File: config.mk
export PLATFORM = sky130hd
export DESIGN_NAME = preset_ce_sequencer
export DESIGN_NICKNAME = d
export VERILOG_FILES = /design/src/rtl/gowin_seq_pkg.sv /design/src/rtl/preset_sync.sv /design/src/rtl/preset_ce_sequencer.sv
export SDC_FILE = /design/constraint.sdc
export NUM_CORES = 1
export LEC_CHECK = 0
export ABC_AREA = 1
export CAP_MARGIN = 25
export CORE_UTILIZATION = 40
export CTS_CLUSTER_SIZE = 16
export DETAILED_ROUTE_END_ITERATION = 10
export SYNTH_ARGS = -nofsm -noshare
export SYNTH_HDL_FRONTEND = slang
export SYNTH_HIERARCHICAL = 1
export SYNTH_SLANG_ARGS = --single-unit
File: constraint.sdc
create_clock -name CLK -period 1.6 [get_ports CLK]
set_clock_uncertainty 0.2 [all_clocks]
set_input_delay 0.16 -clock CLK [delete_from_list [all_inputs] [get_ports CLK]]
set_output_delay 0.16 -clock CLK [all_outputs]
set_load 0.02 [all_outputs]
File: src/rtl/gowin_seq_pkg.sv
// rtl/gowin_seq_pkg.sv - shared state encoding and width helper for the Gowin reset/CE sequencers
`timescale 1ns/1ps
package gowin_seq_pkg;

   typedef enum logic [1:0] {
      ST_RST  = 2'd0,
      ST_HOLD = 2'd1,
      ST_RUN  = 2'd2
   } seq_state_e;

   // Bits needed to count 0..n-1, never less than one.
   function automatic int cnt_width(input int n);
      return (n > 2) ? $clog2(n) : 1;
   endfunction

endpackage

File: src/rtl/preset_sync.sv
// rtl/preset_sync.sv - preset-to-1 release synchroniser; SYNC_OUT stays high until STAGES clean edges pass
`timescale 1ns/1ps
module preset_sync #(
   parameter int STAGES = 2
) (
   input  logic CLK,
   input  logic PRESET,
   output logic SYNC_OUT
);

   // Stored as "released" bits so the all-zero power-up state equals the preset state.
   logic [STAGES-1:0] rel_q, rel_d;

   always_comb begin
      rel_d = {rel_q[STAGES-2:0], 1'b1};
   end

   always_ff @(posedge CLK or posedge PRESET) begin
      if (PRESET) begin
         rel_q <= '0;
      end else begin
         rel_q <= rel_d;
      end
   end

   assign SYNC_OUT = ~rel_q[STAGES-1];

endmodule

File: src/rtl/preset_ce_sequencer.sv
// rtl/preset_ce_sequencer.sv - async-assert/sync-release reset plus CE strobe; soft reset under PRESET_CE_SEQ_SRST_EN
`timescale 1ns/1ps
module preset_ce_sequencer #(
   parameter int SYNC_STAGES = 2,
   parameter int HOLD_CYCLES = 16,
   parameter int CE_DIV      = 4
) (
   input  logic CLK,
   input  logic PRESET,
`ifdef PRESET_CE_SEQ_SRST_EN
   input  logic SRST,
`endif
   output logic RST_OUT,
   output logic CE_OUT,
   output logic READY
);
   import gowin_seq_pkg::*;

   localparam int HW = cnt_width(HOLD_CYCLES);
   localparam int DW = cnt_width(CE_DIV);
   localparam logic [HW-1:0] HOLD_LAST = HW'(HOLD_CYCLES - 1);
   localparam logic [DW-1:0] DIV_LAST  = DW'(CE_DIV - 1);

   logic sync_set;
   logic sync_clr;
   logic srst;

   preset_sync #(.STAGES(SYNC_STAGES)) u_sync (
      .CLK      (CLK),
      .PRESET   (PRESET),
      .SYNC_OUT (sync_set)
   );

   assign sync_clr = ~sync_set;

`ifdef PRESET_CE_SEQ_SRST_EN
   assign srst = SRST;
`else
   assign srst = 1'b0;
`endif

   seq_state_e    state_q, state_d;
   logic [HW-1:0] hold_cnt_q, hold_cnt_d;
   logic [DW-1:0] div_q, div_d;
   logic          rel_q, rel_d;
   logic          ready_q, ready_d;
   logic          ce_q, ce_d;

   // The hold counter counts elapsed HOLD cycles up to HOLD_CYCLES-1 (remaining = HOLD_LAST - count),
   // so every flop, including RST_OUT's complement rel_q, powers up in the reset state at zero.
   always_comb begin
      state_d    = state_q;
      hold_cnt_d = hold_cnt_q;
      div_d      = div_q;
      case (state_q)
         ST_HOLD: begin
            if (hold_cnt_q == HOLD_LAST) begin
               state_d = ST_RUN;
               div_d   = '0;
            end else begin
               hold_cnt_d = hold_cnt_q + HW'(1);
            end
         end
         ST_RUN: begin
            div_d = (div_q == DIV_LAST) ? '0 : div_q + DW'(1);
         end
         default: begin
            if (sync_clr) begin
               state_d    = ST_HOLD;
               hold_cnt_d = '0;
            end
         end
      endcase
      if (srst && (state_q == ST_HOLD || state_q == ST_RUN)) begin
         state_d    = ST_HOLD;
         hold_cnt_d = '0;
         div_d      = '0;
      end
      rel_d   = (state_d == ST_RUN);
      ready_d = (state_d == ST_RUN);
      ce_d    = (state_d == ST_RUN) && (div_d == '0);
   end

   always_ff @(posedge CLK or posedge PRESET) begin
      if (PRESET) begin
         state_q    <= ST_RST;
         hold_cnt_q <= '0;
         div_q      <= '0;
         rel_q      <= 1'b0;
         ready_q    <= 1'b0;
         ce_q       <= 1'b0;
      end else begin
         state_q    <= state_d;
         hold_cnt_q <= hold_cnt_d;
         div_q      <= div_d;
         rel_q      <= rel_d;
         ready_q    <= ready_d;
         ce_q       <= ce_d;
      end
   end

   assign RST_OUT = ~rel_q;
   assign READY   = ready_q;
   assign CE_OUT  = ce_q;

endmodule
==> results.tsv <==
metric	value	unit
Synth Area in Adders	9.58	%
Die Y	42.4	µm
library cells used by synthesis	19	
CP endpoint kind	primary output	
crit path kind	reg -> out	
Critical Path, Cell by Cell	clkdlybuf4s50_1	
Worst R2R End	hold_cnt_q[2]	
synth warn	6	
post-DP HPWL	832	µm
clock buffer depth	2	
mux contribution to synthesized area	0	%
Clock Latency Late Sink	0.27	ns
antenna violations before repair	0	
final clock period utilization by the worst path	97.0	%
worst path bufs/invs	1	
unrepaired setup endpoints after global routing	no	
Nets	95	
TritonCTS clock tree	yes	
Slew Limit Fails	0	
drt via density	4.69	
Arr. time, crit path	1.19	ns
largest net degree at the start of global routing	11	
delay-heaviest family, CP	buffers and inverters	
Final Hold Vio Count	0	
XOR/XNOR Fraction of Synth Area	2.68	%
GP Congestion	0.722	
total track usage	13.7	%
Cells after Synth	75	
initial DRC count	8	
largest family of logic cells by synthesized area	simple AND/OR/NAND/NOR gates	
ANT cells	0	
setup ws final	0.0487	ns
WHS Endpoint	u_sync/rel_q[1]	
I/O pin count	5	
most common cell after layout, fill and taps aside	nand2_1	
commonest non-fill, non-tap cells in the layout	nand2_1 (18), inv_1 (13), dfrtp_1 (11)	
drc violations	0	
Initial Util	42.9	%
root buffer cell	clkbuf_4	
Clk pin slew, worst setup/hold paths	0.07	ns
Worst Hold Path Cells	0	
worst path required time	1.24	ns
sequential-to-total area share from yosys stat	46.0	%
Place WS	0.0669	ns
P&R area growth vs syn	23.4	%
DRT Wirelength	1080	µm
syn avg cell area	8.71	µm²
pwr dens	1910	mW/mm²
leak pwr	0.450	nW
first-pass GRT wire length	1810	µm
maximum clock rate	0.645	GHz
setup TNS	0	ns
Vias	478	
compound-gate portion of the synthesized area	7.85	%
R2R Setup Slk	0.10	ns
Worst Hold Launch	u_sync/rel_q[0]	
max cap viols	0	
FF-to-FF Start	state_q[0]	
drt wl/cell	10.6	µm
DRT Pass-1 Iters	4	
Synth Area in Simple Gates	24.1	%
Finish-stage setup viols	0	
maximum fanout along the worst path	1	
slowest stage delay, CP	0.60	ns
TritonCTS Sinks	12	
H-Tree Depth	1	
Synth Register Bits	12	
Synth Cell Area	653	µm²
total CTS buffers	3	
status	complete, no violations	
vias in the first global route	444	
I/O Buffers	4	
Crit-path slowest cell	clkdlybuf4s50_1	
grt ovf	0	
Tmin final	1.55	ns
syn_nets	82	
R2R depth	6	
die width	42.4	µm
Worst setup SP type	flip-flop	
row cnt	14	
layout cells sized above 1	30.2	%
die area	0.00180	mm²
Core Region	0.00152	mm²
worst hold path type	reg -> reg	
maximum vdd drop	883	µV
Antenna Nets Post-Route	0	
==> kinds of logic (layout without fill, tap and decap cells) <==
family | after synthesis | after routing
AND/OR/NAND/NOR | 33 | 33
buffers and inverters | 16 | 27
flip-flops | 12 | 12
AO/OA/AOI/OAI | 6 | 6
adder cells (fa/ha/maj) | 5 | 5
XOR/XNOR | 2 | 2
other | 1 | 1
==> worst max path at each step <==
stage / slack (ns) / start / cells after the start / end
2_1_floorplan: 0.11 / state_q[1] / 6 / hold_cnt_q[1]
3_3_place_gp: 0.09 / hold_cnt_q[0] / 6 / hold_cnt_q[2]
3_5_place_dp: 0.07 / state_q[0] / 8 / CE_OUT
4_1_cts: 0.006 / READY / 1 / READY
5_1_grt: 0.01 / hold_cnt_q[0] / 7 / CE_OUT
6_report: 0.05 / CE_OUT / 1 / CE_OUT
==> metal layers <==
layer	wire [µm]	global-route usage, %	share of wire (%)	vias to the layer above
met4	31	9.38	2.9	0
met3	31	2.59	2.9	5
met5	0	0	0	-
met2	489	18.5	45	7
met1	525	19.6	49	219
li1	-	-	-	247
==> area by class of cell <==
cell class,count,area [µm²]
sequential,12,302
inverter,16,60.1
multi-input combinational,47,328
fill,153,718
clock buffer,3,22.5
timing repair buffer,8,73.8
tap,16,20.0
==> cells in the mapped netlist (all sizes together) <==
library cell	count	share of area (%)
nand2	20	12
conb	1	0.57
xor2	2	2.7
or2	1	0.96
ha	5	9.6
o21bai	1	1.1
inv	16	9.2
o21ai	2	1.5
nand3	6	6.1
nor3	1	1.5
nor2	5	3.3
dfrtp	12	46
a21oi	3	5.2
==> sequential cells by signal, summed over array words and instances, names as in the netlist <==
| signal | count |
|---|---|
| hold_cnt_q | 4 |
| CE_OUT | 1 |
| READY | 1 |
| u_sync/rel_q | 2 |
| state_q | 2 |
| div_q | 2 |
==> where the power goes <==
part           switching [W]  internal [W]  total (W)
logic               0.000518      0.000375   0.000893
registers          0.0000690      0.000396   0.000465
clock network      0.0000973     0.0000872   0.000184
==> what timing repair did <==
action,in CTS,in global routing
setup endpoints to repair,1,7
gates cloned,0,0
resized for setup,1,11
hold buffers,1,0
hold endpoints to repair,2,0
buffers inserted,0,1
==> through the flow <==
step	cell area [µm²]	util, %	hold WS (ns)	cells	total power [W]
6_report	806	52.9	0.154	102	0.00154
5_1_grt	806	52.9	0.160	102	0.00169
4_1_cts	759	49.8	0.158	101	0.00145
3_5_place_dp	728	47.8	0.141	97	0.00127
3_3_place_gp	728	47.8	0.144	97	0.00124
2_1_floorplan	653	-	-0.299	75	0.00106
Note: power is estimated with default switching activity, not from simulation.
